### config.mk
export PLATFORM = sky130hd
export DESIGN_NAME = sdram_frame_arbiter
export DESIGN_NICKNAME = d
export VERILOG_FILES = /design/src/rtl/sdram_arb_pkg.sv /design/src/rtl/frame_ptr_ctr.sv /design/src/rtl/sdram_frame_arbiter.sv
export SDC_FILE = /design/constraint.sdc
export NUM_CORES = 1
export LEC_CHECK = 0
export BUFFER_PORTS_ARGS = -buffer_cell sky130_fd_sc_hd__buf_2
export CAP_MARGIN = 20
export CORE_ASPECT_RATIO = 0.5
export CORE_UTILIZATION = 40
export DETAILED_ROUTE_END_ITERATION = 7
export GPL_TIMING_DRIVEN = 1
export SYNTH_ARGS = -nofsm -noshare
export SYNTH_HDL_FRONTEND = slang
export SYNTH_SLANG_ARGS = --single-unit
### constraint.sdc
create_clock -name CLK -period 5 [get_ports CLK]
set_input_delay 1.25 -clock CLK [delete_from_list [all_inputs] [get_ports CLK]]
set_output_delay 1.25 -clock CLK [all_outputs]
set_load 0.05 [all_outputs]
### src/rtl/sdram_arb_pkg.sv
// Shared types and default geometry for the SDRAM frame-buffer arbiter.
package sdram_arb_pkg;

  typedef enum logic [1:0] {IDLE, ISSUE, BUSY} arb_state_t;
  typedef enum logic {GRANT_RD, GRANT_WR} grant_t;

  localparam int unsigned DEF_BURST_LEN    = 256;
  localparam int unsigned DEF_FRAME_WORDS  = 12800;
  localparam int unsigned BURSTS_PER_FRAME = DEF_FRAME_WORDS / DEF_BURST_LEN;

endpackage

### src/rtl/frame_ptr_ctr.sv
// Burst-granular frame pointer: restarts on start, advances one burst per step,
// wraps to zero at the end of the frame and drops its active flag there.
module frame_ptr_ctr
  import sdram_arb_pkg::*;
#(
  parameter int unsigned ADDR_W      = 22,
  parameter int unsigned BURST_LEN   = DEF_BURST_LEN,
  parameter int unsigned FRAME_WORDS = DEF_FRAME_WORDS
) (
  input  logic              clk,
  input  logic              rst_n,
  input  logic              start,
  input  logic              step,
  output logic [ADDR_W-1:0] ptr,
  output logic              active
);

  logic [ADDR_W-1:0] ptr_inc;

  always_comb ptr_inc = ptr + ADDR_W'(BURST_LEN);

  always_ff @(posedge clk or negedge rst_n) begin
    if (!rst_n) begin
      ptr    <= '0;
      active <= 1'b0;
    end else if (start) begin
      ptr    <= '0;
      active <= 1'b1;
    end else if (step) begin
      if (ptr_inc == ADDR_W'(FRAME_WORDS)) begin
        ptr    <= '0;
        active <= 1'b0;
      end else begin
        ptr <= ptr_inc;
      end
    end
  end

endmodule

### src/rtl/sdram_frame_arbiter.sv
// Shares one SDRAM burst port between camera writes and display reads over a
// two-bank ping-pong frame buffer.
module sdram_frame_arbiter
  import sdram_arb_pkg::*;
#(
  parameter int unsigned       ADDR_W      = 22,
  parameter int unsigned       BURST_LEN   = DEF_BURST_LEN,
  parameter int unsigned       FRAME_WORDS = DEF_FRAME_WORDS,
  parameter logic [ADDR_W-1:0] BANK_OFFSET = 22'h20000,
  parameter int unsigned       FIFO_DEPTH  = 1024,
  parameter int unsigned       RD_URGENT   = 128
) (
  input  logic              CLK,
  input  logic              RSTn,
  input  logic              cam_frame_start,
  input  logic              rd_frame_start,
  input  logic [10:0]       wr_fifo_level,
  input  logic [10:0]       rd_fifo_level,
  output logic              cmd_valid,
  input  logic              cmd_ready,
  output logic              cmd_write,
  output logic [ADDR_W-1:0] cmd_addr,
  output logic [8:0]        cmd_len,
  input  logic              cmd_done,
  output logic              rd_bank,
  output logic              frame_drop
);

  arb_state_t        state, state_nx;
  grant_t            grant, grant_nx;
  logic              grant_ok;
  logic              cam_pend, rd_pend, wr_bank, fresh;
  logic [ADDR_W-1:0] wr_ptr, rd_ptr, issue_addr;
  logic              wr_active, rd_active;
  logic              wr_req, rd_req, rd_urgent;
  logic              apply, cam_apply, rd_apply, drop, swap;
  logic              burst_done, wr_step, rd_step, fresh_set;

  always_comb begin
    wr_req    = wr_active && (wr_fifo_level >= 11'(BURST_LEN));
    rd_req    = rd_active && (rd_fifo_level <= 11'(FIFO_DEPTH - BURST_LEN));
    rd_urgent = rd_req && (rd_fifo_level < 11'(RD_URGENT));

    // Frame starts take a whole IDLE cycle; arbitration resumes next cycle
    // so it always sees the updated pointers and banks.
    apply     = (state == IDLE) && (cam_pend || rd_pend);
    cam_apply = apply && cam_pend;
    rd_apply  = apply && rd_pend;
    drop      = cam_apply && fresh;
    swap      = rd_apply && fresh && !cam_pend;

    burst_done = (state == BUSY) && cmd_done;
    wr_step    = burst_done && (grant == GRANT_WR);
    rd_step    = burst_done && (grant == GRANT_RD);
    fresh_set  = wr_step && (wr_ptr == ADDR_W'(FRAME_WORDS - BURST_LEN));
  end

  always_comb begin
    state_nx = state;
    grant_nx = grant;
    grant_ok = 1'b0;
    case (state)
      IDLE: begin
        if (!apply) begin
          if (rd_urgent) begin
            grant_nx = GRANT_RD;
            grant_ok = 1'b1;
          end else if (wr_req && rd_req) begin
            grant_nx = (grant == GRANT_RD) ? GRANT_WR : GRANT_RD;
            grant_ok = 1'b1;
          end else if (wr_req) begin
            grant_nx = GRANT_WR;
            grant_ok = 1'b1;
          end else if (rd_req) begin
            grant_nx = GRANT_RD;
            grant_ok = 1'b1;
          end
        end
        if (grant_ok) state_nx = ISSUE;
      end
      ISSUE:   if (cmd_ready) state_nx = BUSY;
      BUSY:    if (cmd_done) state_nx = IDLE;
      default: state_nx = IDLE;
    endcase
  end

  always_comb begin
    if (grant_nx == GRANT_WR)
      issue_addr = (wr_bank ? BANK_OFFSET : '0) + wr_ptr;
    else
      issue_addr = (rd_bank ? BANK_OFFSET : '0) + rd_ptr;
  end

  always_comb cmd_valid = (state == ISSUE);

  always_ff @(posedge CLK or negedge RSTn) begin
    if (!RSTn) begin
      state      <= IDLE;
      grant      <= GRANT_RD;
      cmd_write  <= 1'b0;
      cmd_addr   <= '0;
      cmd_len    <= '0;
      cam_pend   <= 1'b0;
      rd_pend    <= 1'b0;
      wr_bank    <= 1'b0;
      rd_bank    <= 1'b0;
      fresh      <= 1'b0;
      frame_drop <= 1'b0;
    end else begin
      state      <= state_nx;
      grant      <= grant_nx;
      frame_drop <= drop;
      cam_pend   <= cam_frame_start || (cam_pend && !apply);
      rd_pend    <= rd_frame_start || (rd_pend && !apply);
      if (grant_ok) begin
        cmd_write <= (grant_nx == GRANT_WR);
        cmd_addr  <= issue_addr;
        cmd_len   <= 9'(BURST_LEN);
      end
      if (fresh_set)
        fresh <= 1'b1;
      else if (drop || swap)
        fresh <= 1'b0;
      if (swap) begin
        rd_bank <= wr_bank;
        wr_bank <= ~wr_bank;
      end
    end
  end

  frame_ptr_ctr #(
    .ADDR_W      (ADDR_W),
    .BURST_LEN   (BURST_LEN),
    .FRAME_WORDS (FRAME_WORDS)
  ) u_wr_ptr (
    .clk    (CLK),
    .rst_n  (RSTn),
    .start  (cam_apply),
    .step   (wr_step),
    .ptr    (wr_ptr),
    .active (wr_active)
  );

  frame_ptr_ctr #(
    .ADDR_W      (ADDR_W),
    .BURST_LEN   (BURST_LEN),
    .FRAME_WORDS (FRAME_WORDS)
  ) u_rd_ptr (
    .clk    (CLK),
    .rst_n  (RSTn),
    .start  (rd_apply),
    .step   (rd_step),
    .ptr    (rd_ptr),
    .active (rd_active)
  );

endmodule

==> flow_metrics.py <==
metrics = {
    "outcome": {
        "status": "completed",
    },
    "final_layout": {
        "fin_util": 0.458,
        "n_antenna_cell": 0,
        "drive_gt1_frac": 0.158,
        "seq_area_um2": 1380,
        "fill_cells": 799,
        "multi_input_area_um2": 1770,
        "syn_to_final_growth_pct": 9.80,
        "nNetsFinal": 436,
    },
    "worst_setup_path": {
        "crit_start": "rd_fifo_level[0]",
        "endpoint_kind": "flop",
        "required_ns": 5.16,
        "rr_endpoint": "u_wr_ptr.ptr[13]$_DFFE_PN0P_",
        "r2r_slack_ns": 2.22,
        "rr_worst_depth": 8,
        "worstSetupStartpointType": "primary input",
        "cp_data_arrival_time_ns": 3.17,
        "critPathMaxFanout": 20,
        "reg2reg_from": "u_wr_ptr.ptr[8]$_DFFE_PN0P_",
        "path_class": "in -> reg",
    },
    "detailed_routing": {
        "ant_nets": 0,
        "viasPerCell": 5.36,
        "firstDrtPassIters": 4,
        "routed_wl_mm": 7.50,
        "drc": 0,
        "vias": 2742,
        "routedWlPerCell_um": 14.6,
        "drt_iter0_drc": 211,
    },
    "floorplan": {
        "start_util": 0.417,
        "core_um2": 8060,
        "die_area_um2": 8790,
        "rows": 23,
        "dieHeight_um": 66.8,
        "ios": 63,
        "die_w_um": 132,
    },
    "grt": {
        "use_met3": 0.0342,
        "grt_pass1_vias": 2432,
        "top_usage_layer": "met2",
        "grt_max_degree": 33,
        "antenna_found_initial": 0,
        "grt_util_met2": 0.277,
        "grt_pass1_wl_mm": 12.6,
        "grt.total_usage": 0.184,
        "grt_use_met1": 0.268,
        "grt_remaining_overflow": 0,
    },
    "yosys": {
        "synth_edf_count": 0,
        "synth_warnings": 0,
        "synth_flop_cell": "dfrtp_1",
        "synthArstFlopShare": 1.00,
        "syn_area_um2": 3360,
        "syn_inst": 378,
        "synth-xor-area-share": 0.0417,
        "synthSimpleGateAreaFrac": 0.228,
        "ys_ff_latch": 55,
        "synth_top_family_by_area": "simple AND/OR/NAND/NOR gates",
        "synthDistinctLibCells": 48,
        "syn_area_per_cell_um2": 8.89,
        "synthAdderAreaFrac": 0.0298,
        "synth_compound_area_frac": 0.170,
        "seq_area_frac_synth": 0.410,
        "synthMuxAreaShare": 0.0376,
    },
    "power_and_ir_drop": {
        "netSwitchingPower_w": 0.000506,
        "p_per_area_nw_per_um2": 360,
        "power.share.sequential": 0.406,
        "peakVddDrop_v": 0.000169,
        "p_sw_frac": 0.380,
        "p_clk_frac": 0.297,
        "pwr-share-comb": 0.297,
        "finalPower_w": 0.00133,
        "p_int_w": 0.000824,
        "leakagePower_nw": 1.66,
    },
    "sta": {
        "relSlewSlack": 0.307,
        "fin_tns_setup_ns": 0,
        "finalSetupViolations": 0,
        "rsz0062_at_grt": "no",
        "worst_slew_pin_slew_ns": 1.04,
        "final.min_clock_period_ns": 3.01,
        "hold_slack_ns": 0.470,
        "finalMaxSlewViolations": 0,
        "max_freq_mhz": 333,
        "fin_crit_sh": 0.601,
        "clock-skew-final_ns": 0.00797,
        "hold_violations": 0,
    },
    "hold_path": {
        "holdCritStartpoint": "cmd_len[8]$_DFFE_PN0P_",
        "hp-class": "reg -> reg",
        "min_path_cells": 1,
        "whs_endpoint": "cmd_len[8]$_DFFE_PN0P_",
    },
    "cts": {
        "cts_sinks": 55,
        "clk_latency_ns": 0.30,
        "cts_inserted_buffers": 5,
        "path_clk_slew_ns": 0.06,
        "cts-resized-gates": 0,
        "cts_root_buf": "clkbuf_16",
        "cts_tree": "done",
        "clockBufferDepth": 2,
        "ctsHoldBuffers": 0,
        "postCtsSetupBuffers": 0,
        "htreeDepth": 2,
    },
    "placement": {
        "gp_congestion": 0.787,
        "dp_hpwl_mm": 5.26,
        "port_buffers": 38,
    },
    "flow_run": {
        "cap_violations": 0,
    },
}
## routing by layer
metal  vias to the layer above  share of wire
met1                      1333           0.53
met2                        38           0.43
met4                         0         0.0093
li1                       1363              -
met3                         8          0.033
met5                         -              0
## through the flow
stage,cell area (µm²),cells,worst slack (ns)
2_1_floorplan,3420,393,2.36
3_3_place_gp,3510,504,1.65
5_1_grt,3690,512,1.78
6_report,3690,512,1.99
3_5_place_dp,3510,504,1.62
4_1_cts,3670,511,1.95
## flip-flops by register name (all words and copies together), names as in the netlist
register,flops
fresh,1
u_rd_ptr.active,1
cmd_write,1
u_wr_ptr.active,1
cmd_addr,14
u_rd_ptr.ptr,14
rd_bank,1
frame_drop,1
grant,1
rd_pend,1
state,2
wr_bank,1
u_wr_ptr.ptr,14
cam_pend,1
cmd_len,1
## Yosys cell counts (all sizes together) (4+ instances only)
| cell | instances | share of area |
|---|---|---|
| nand3 | 19 | 0.032 |
| o21ai | 58 | 0.086 |
| xor2 | 4 | 0.010 |
| inv | 7 | 0.0078 |
| and2 | 4 | 0.0074 |
| ha | 8 | 0.030 |
| clkbuf | 15 | 0.017 |
| mux2i | 10 | 0.030 |
| a21o | 4 | 0.0089 |
| dfrtp | 55 | 0.41 |
| o31ai | 6 | 0.013 |
| nor3 | 10 | 0.025 |
| nand2 | 44 | 0.049 |
| nand4 | 8 | 0.019 |
| xnor2 | 12 | 0.031 |
| nand2b | 6 | 0.011 |
| and3 | 6 | 0.011 |
| nor4 | 8 | 0.021 |
| a21oi | 15 | 0.022 |
| nor2 | 22 | 0.025 |
| buf | 26 | 0.058 |
| a31oi | 7 | 0.013 |
## area by class of cell
cell class | count | share of cell area
Multi-Input combinational cell | 290 | 0.479
Sequential cell | 55 | 0.373
Timing Repair Buffer | 41 | 0.0597
Tap cell | 112 | 0.0380
Clock buffer | 6 | 0.0349
Clock inverter | 1 | 0.00814
Inverter | 7 | 0.00712
## layout by cell type (no fill, tap or decap), types with 10 or more instances in the layout
cell type	netlist	routed
mux2i_1	10	10
conb_1	1	16
nand2_1	44	44
xnor2_1	12	12
dfrtp_1	55	55
nor2_1	21	21
o21ai_0	58	57
a21oi_1	15	15
buf_2	5	38
nand3_1	18	18
## cells by family after synthesis
group	after synthesis
xor gates and xnor gates	16
buffers and inverters	48
DFF	55
muxes	12
adders and majority gates	8
and+or+nand+nor	139
AOI/OAI and AO/OA	99
other	1
## worst max-delay path, cell delays in order
cell and delay (ns):
buf_2 0.10, nor4_1 0.26, a21oi_1 0.10, nor3b_1 0.34, a21o_1 0.72, nor2_1 0.15
a21oi_1 0.16, o21ai_0 0.08
## worst max path at each step
stage / endpoint / slack [ns] / depth (start not counted)
finish: cmd_addr[21]$_DFFE_PN0P_ / 1.99 / 8
global route: cmd_addr[19]$_DFFE_PN0P_ / 1.78 / 8
CTS: cmd_addr[21]$_DFFE_PN0P_ / 1.95 / 8
detailed placement: cmd_addr[21]$_DFFE_PN0P_ / 1.62 / 8
global placement: cmd_addr[21]$_DFFE_PN0P_ / 1.65 / 8
floorplan: cmd_addr[11]$_DFFE_PN0P_ / 2.36 / 6
## power by group through the flow
stage	combinational (W)	sequential [W]	clock, W
after floorplan	0.000270	0.000576	0
after global routing	0.000440	0.000550	0.000415
after CTS	0.000389	0.000539	0.000405
after global placement	0.000389	0.000547	0
final	0.000394	0.000540	0.000395
after detailed placement	0.000389	0.000547	0
Power figures use the tool's default switching activity.
